File: src/rtl/i2c_bus_conditioner.sv
`default_nettype none
// ============================================================================
// Module   : i2c_bus_conditioner
// Brief    : SCL/SDA synchronizer, glitch filter, edge/START/STOP detection
//            and hold-time-controlled open-drain SDA enable for an I2C slave.
// Revision : 1.0
// ============================================================================
module i2c_bus_conditioner #(
    parameter int SYNC_STAGES     = 2,
    parameter int FILTER_CYCLES   = 5,
    parameter int SDA_HOLD_CYCLES = 30
) (
    input  logic clk,
    input  logic rst,
    input  logic scl_raw,
    input  logic sda_raw,
    input  logic sda_low_req,
    output logic scl_f,
    output logic sda_f,
    output logic scl_rise,
    output logic scl_fall,
    output logic start_det,
    output logic stop_det,
    output logic bus_busy,
    output logic sda_oe
);

    localparam int c_FILT_W = $clog2(FILTER_CYCLES + 1);
    localparam int c_HOLD_W = $clog2(SDA_HOLD_CYCLES + 1);
    localparam logic [c_FILT_W-1:0] c_FILT_LAST = c_FILT_W'(FILTER_CYCLES - 1);
    localparam logic [c_HOLD_W-1:0] c_HOLD_LOAD = c_HOLD_W'(SDA_HOLD_CYCLES - 1);

    typedef enum logic [1:0] {
        ST_IDLE = 2'd0,
        ST_HOLD = 2'd1,
        ST_OPEN = 2'd2
    } state_t;

    logic [1:0] w_raw;
    logic [1:0] w_filt;

    assign w_raw = {sda_raw, scl_raw};

    // Index 0 is SCL, index 1 is SDA; both lines get identical latency.
    for (genvar gi = 0; gi < 2; gi++) begin : g_line
        logic [SYNC_STAGES-1:0] sync_q;
        logic [c_FILT_W-1:0]    cnt_q;
        logic                   filt_q;

        always_ff @(posedge clk) begin
            if (rst) begin
                sync_q <= '1;
                cnt_q  <= '0;
                filt_q <= 1'b1;
            end else begin
                sync_q <= {sync_q[SYNC_STAGES-2:0], w_raw[gi]};
                if (sync_q[SYNC_STAGES-1] == filt_q) begin
                    cnt_q <= '0;
                end else if (cnt_q == c_FILT_LAST) begin
                    filt_q <= sync_q[SYNC_STAGES-1];
                    cnt_q  <= '0;
                end else begin
                    cnt_q <= cnt_q + c_FILT_W'(1);
                end
            end
        end

        assign w_filt[gi] = filt_q;
    end

    logic [1:0] filt_d_q;
    logic       scl_rise_q;
    logic       scl_fall_q;
    logic       start_q;
    logic       stop_q;
    logic       busy_q;
    logic       w_scl_stable_hi;

    // START/STOP only qualify when SCL was high on both sides of the SDA edge.
    assign w_scl_stable_hi = w_filt[0] & filt_d_q[0];

    always_ff @(posedge clk) begin
        if (rst) begin
            filt_d_q   <= 2'b11;
            scl_rise_q <= 1'b0;
            scl_fall_q <= 1'b0;
            start_q    <= 1'b0;
            stop_q     <= 1'b0;
            busy_q     <= 1'b0;
        end else begin
            filt_d_q   <= w_filt;
            scl_rise_q <= w_filt[0] & ~filt_d_q[0];
            scl_fall_q <= ~w_filt[0] & filt_d_q[0];
            start_q    <= w_scl_stable_hi & filt_d_q[1] & ~w_filt[1];
            stop_q     <= w_scl_stable_hi & ~filt_d_q[1] & w_filt[1];
            if (start_q) begin
                busy_q <= 1'b1;
            end else if (stop_q) begin
                busy_q <= 1'b0;
            end
        end
    end

    state_t              state_q;
    state_t              state_d;
    logic [c_HOLD_W-1:0] hold_cnt_q;
    logic [c_HOLD_W-1:0] hold_cnt_d;
    logic                sda_oe_q;
    logic                sda_oe_d;

    always_ff @(posedge clk) begin
        if (rst) begin
            state_q    <= ST_IDLE;
            hold_cnt_q <= '0;
            sda_oe_q   <= 1'b0;
        end else begin
            state_q    <= state_d;
            hold_cnt_q <= hold_cnt_d;
            sda_oe_q   <= sda_oe_d;
        end
    end

    always_comb begin
        state_d    = state_q;
        hold_cnt_d = hold_cnt_q;
        sda_oe_d   = sda_oe_q;
        if (start_q || stop_q || !busy_q) begin
            state_d  = ST_IDLE;
            sda_oe_d = 1'b0;
        end else begin
            case (state_q)
                ST_IDLE: begin
                    if (scl_fall_q) begin
                        state_d    = ST_HOLD;
                        hold_cnt_d = c_HOLD_LOAD;
                    end
                end
                ST_HOLD: begin
                    if (scl_rise_q) begin
                        state_d = ST_IDLE;
                    end else if (hold_cnt_q == '0) begin
                        state_d = ST_OPEN;
                    end else begin
                        hold_cnt_d = hold_cnt_q - c_HOLD_W'(1);
                    end
                end
                ST_OPEN: begin
                    if (scl_rise_q) begin
                        state_d = ST_IDLE;
                    end else begin
                        sda_oe_d = sda_low_req;
                    end
                end
                default: state_d = ST_IDLE;
            endcase
        end
    end

    assign scl_f     = w_filt[0];
    assign sda_f     = w_filt[1];
    assign scl_rise  = scl_rise_q;
    assign scl_fall  = scl_fall_q;
    assign start_det = start_q;
    assign stop_det  = stop_q;
    assign bus_busy  = busy_q;
    assign sda_oe    = sda_oe_q;

endmodule
`default_nettype wire

File: config.mk
export PLATFORM = sky130hd
export DESIGN_NAME = i2c_bus_conditioner
export DESIGN_NICKNAME = d
export VERILOG_FILES = /design/src/rtl/i2c_bus_conditioner.sv
export SDC_FILE = /design/constraint.sdc
export NUM_CORES = 1
export LEC_CHECK = 0
export CAP_MARGIN = 20
export CORE_MARGIN = 4
export CORE_UTILIZATION = 45
export DETAILED_ROUTE_END_ITERATION = 10
export PLACE_DENSITY = 0.69
export SLEW_MARGIN = 20
export SYNTH_ARGS = -nofsm -noshare
export SYNTH_HDL_FRONTEND = slang
export SYNTH_SLANG_ARGS = --single-unit
File: constraint.sdc
create_clock -name clk -period 1.7 [get_ports clk]
set_clock_uncertainty 0.15 [all_clocks]
set_input_delay 0.34 -clock clk [delete_from_list [all_inputs] [get_ports clk]]
set_output_delay 0.34 -clock clk [all_outputs]
set_load 0.03 [all_outputs]
==> results.rst <==
.. list-table::
   :header-rows: 1

   * - Metric
     - Value
   * - Outcome
     - complete, but fails checks
   * - Failing checks
     - setup timing
   * - Pleak
     - about 0.57 nW
   * - Post-synthesis cell count
     - between 100 and 150
   * - Max-cap check violation count
     - 0
   * - Placed wire-length estimate
     - 1.43 mm
   * - Library cells used by synthesis
     - 29
   * - Prevailing post-synth register cell
     - dfxtp_1
   * - Number of hold violations in the final report
     - 0
   * - Switching component of the power
     - ~0.00022 W
   * - Count of filler cells inserted in the layout
     - 200
   * - Slew @ Worst Pin
     - 0.375 ns
   * - Die Span Y
     - between 50 and 60 um
   * - Mean number of vias per cell
     - around 5.5
   * - Antenna violations before repair
     - 0
   * - Crit Path Max Fanout
     - 7
   * - Area inside the core boundary
     - 2280 um^2
   * - R2r endpoint
     - hold_cnt_q[0]
   * - Reg2Reg Setup Slack
     - -0.05 ns
   * - Weighted congestion at the end of routability-driven global placement
     - ~0.71
   * - Total CTS buffers
     - 3
   * - Classification of the worst-slack hold path
     - reg -> reg
   * - Total design power
     - between 0.0009 and 0.001 W
   * - Post-route fraction of the period consumed by the critical path
     - 103%
   * - Initial core utilization
     - 48.9%
   * - Critical path origin
     - hold_cnt_q[1]
   * - Post-placement cell count
     - between 150 and 200
   * - Largest cells by area after synthesis
     - dfxtp_1, ha_1, and3_1
   * - Fraction of the yosys area taken by sequential cells
     - about half
   * - Cell-internal power
     - ~0.00076 W
   * - Overall routing resource usage
     - ~14%
   * - Depth of the worst register-to-register path
     - 7
   * - Fraction of final layout cells with drive strength greater than 1
     - about 27%
   * - Port Buffer Count
     - 12
   * - Least setup slack across all paths after layout
     - -0.0515 ns
   * - Register Area
     - between 500 and 600 um^2
   * - Fin. max-slew vios
     - 0
   * - Final design utilization
     - between 60% and 70%
   * - Multi-input combinational cell area
     - about 580 um^2
   * - Worst slack after detailed placement
     - -0.221 ns
   * - VDD IR max
     - about 0.71 mV
   * - Fraction of registers with async set or reset after synthesis
     - 0%
   * - Max Freq
     - approximately 0.57 GHz
   * - Crit Path Category
     - reg -> reg
   * - Required @ worst endpoint
     - approximately 1.8 ns
   * - Power share of the clock group
     - between 30% and 40%
   * - Wire length of the first global-routing pass
     - between 3 and 4 mm
   * - Layout-stage area growth over the synthesis result
     - 27.7%
   * - Horiz. Die Dim
     - between 50 and 60 um
   * - Clk pin slew, worst setup/hold paths
     - ~0.15 ns
   * - Remaining design rule violation count
     - 0
   * - TritonCTS clock tree
     - done
   * - Total number of placement rows
     - 17
   * - Worst slew margin
     - 74.8%
   * - Yosys reg bits
     - 27
   * - Portion of synthesized cell area occupied by the leading cell type
     - between 40% and 50%
   * - Number of levels in the clock H-tree
     - 1
   * - Final number of setup-violating endpoints
     - 2
   * - Die area
     - roughly 3300 um^2
   * - Final standard cell area without fillers
     - approximately 1400 um^2
   * - Clk Tree Root Cell
     - clkbuf_4
   * - CTS Sinks
     - 27
   * - Routed Antenna Nets
     - 0
   * - Launch instance of the worst register-to-register path
     - hold_cnt_q[1]
   * - Min Clock Period, post-route
     - between 1.5 and 2 ns
   * - Sequential fraction of design power
     - 65.6%
   * - Boundary Pins
     - 13
   * - Top cell type by total area after synthesis
     - dfxtp_1
   * - Total routed wirelength
     - roughly 2.2 mm
   * - Critical path data arrival time
     - 1.86 ns
   * - Total iterations of the first detailed-routing run
     - 6
   * - Setup crit end kind
     - flop
   * - Synthesized area per cell
     - ~10 um^2
   * - DR vias
     - 872
   * - Average detailed-routed wire length per instance
     - roughly 14 um
   * - Cell types with the highest counts after synthesis
     - dfxtp_1, inv_1, nor2_1, and3_1, or2_2
   * - Total placed instance area
     - around 1300 um^2
   * - Clock latency of the later-clocked register in the worst-skew pair
     - approximately 0.33 ns
   * - Unrepaired setup endpoints after global routing
     - yes
   * - Clock Tree Buf Depth
     - 2
   * - Global-route congestion overflow total
     - 0
   * - Iteration-0 DRC Markers
     - 31
   * - Startpoint class of the critical path
     - flop
   * - Synthesized Nets
     - between 100 and 150
   * - Maximum number of pins on one net before global-route repair
     - 25
   * - Net Sw Frac
     - 22.8%
   * - Part of the total power dissipated in combinational logic
     - roughly 3.6%
   * - Synthesized cell area
     - ~1100 um^2
   * - Worst setup path endpoint
     - hold_cnt_q[0]
   * - Layout net count
     - roughly 140
   * - Antenna diodes
     - 0
   * - Count leader, synth
     - dfxtp_1
   * - Ratio of total power to cell area
     - 689 nW/um^2
   * - Warnings from Yosys
     - 0
   * - Number of enable-type register cells in the synthesized netlist
     - 0
   * - Count of non-filler cells in the finished layout
     - between 150 and 200
   * - Number of global-route vias before repair
     - 824
## final cells by class
cell class	count	area share (%)
sequential	27	38.2
tap	28	2.47
inverter	8	2.11
multi-input combinational	70	40.7
clock buffer	3	1.59
timing repair buffer	23	14.3
clock inverter	1	0.617
## metal layers
| metal | part of all wire [%] | GRT usage [%] |
|---|---|---|
| met1 | 43 | 16.4 |
| met2 | 50 | 22.9 |
| met3 | 5.7 | 4.23 |
| met4 | 1.3 | 5.30 |
| met5 | 0 | 0 |
## power by group through the flow
stage	clock network, W	logic, W	registers, W
global placement	0	0.0000344	0.000655
detailed placement	0	0.0000348	0.000655
global route	0.000327	0.0000394	0.000642
finish	0.000301	0.0000355	0.000641
CTS	0.000308	0.0000354	0.000641
floorplan	0	0.0000167	0.000654
## worst max-delay path: stages (launching register included)
cell and delay (ns):
dfxtp_2 0.37, inv_2 0.06, ha_4 0.16, nor4b_4 0.13
o31ai_4 0.38, buf_4 0.19, a21oi_2 0.06, a211oi_2 0.18
## sequential cells by signal, summed over array words and instances (netlist names)
name and count:
scl_rise 1, scl_f 1, sda_f 1, state_q 2
filt_d_q 2, scl_fall 1, hold_cnt_q 5, bus_busy 1
stop_det 1, g_line.sync_q 4, start_det 1, sda_oe 1
g_line.cnt_q 6
## logic make-up (layout without fill, tap and decap cells)
kind of cell	after synthesis	in the layout	synth area share (%)
buf+inv	10	35	3.37
fa+ha+maj	5	5	5.62
compound gates	15	15	11.6
mux	3	3	2.70
xor+xnor	2	2	1.58
flops	27	27	48.6
simple gates	45	45	26.5
## worst min path at each step
stage	cells past startpoint	slack [ns]	to	start
final	1	0.27	stop_det	filt_d_q[1]
after detailed placement	1	0.25	g_line[0].sync_q[1]	g_line[0].sync_q[0]
after CTS	1	0.28	g_line[1].sync_q[1]	g_line[1].sync_q[0]
after floorplan	1	0.24	stop_det	filt_d_q[1]
after global placement	1	0.24	g_line[0].sync_q[1]	g_line[0].sync_q[0]
after global routing	1	0.29	g_line[1].sync_q[1]	g_line[1].sync_q[0]
## cells in the final DEF (no fill, tap or decap), drive strengths merged, types with 5 or more instances in the layout
cell type / Yosys / final
and3: 6 / 6
buf: 0 / 11
dfxtp: 27 / 27
dlygate4sd2: 0 / 6
ha: 5 / 5
inv: 8 / 9
nor2: 8 / 8
nor3b: 5 / 5
or2: 6 / 6
## metrics by stage
step	hold slack, ns	setup TNS [ns]
3_3_place_gp	0.242	-0.210
2_1_floorplan	0.239	0
5_1_grt	0.295	-0.580
3_5_place_dp	0.246	-0.834
6_report	0.273	-0.0746
4_1_cts	0.284	-0.0139
## what timing repair did
action / in CTS / in global routing
buffers inserted: 1 / 3
setup endpoints to repair: 13 / 7
hold buffers: 0 / 0
resized for setup: 17 / 5
pin swaps: 7 / 5
No activity file was read; power rests on OpenSTA's default activity.
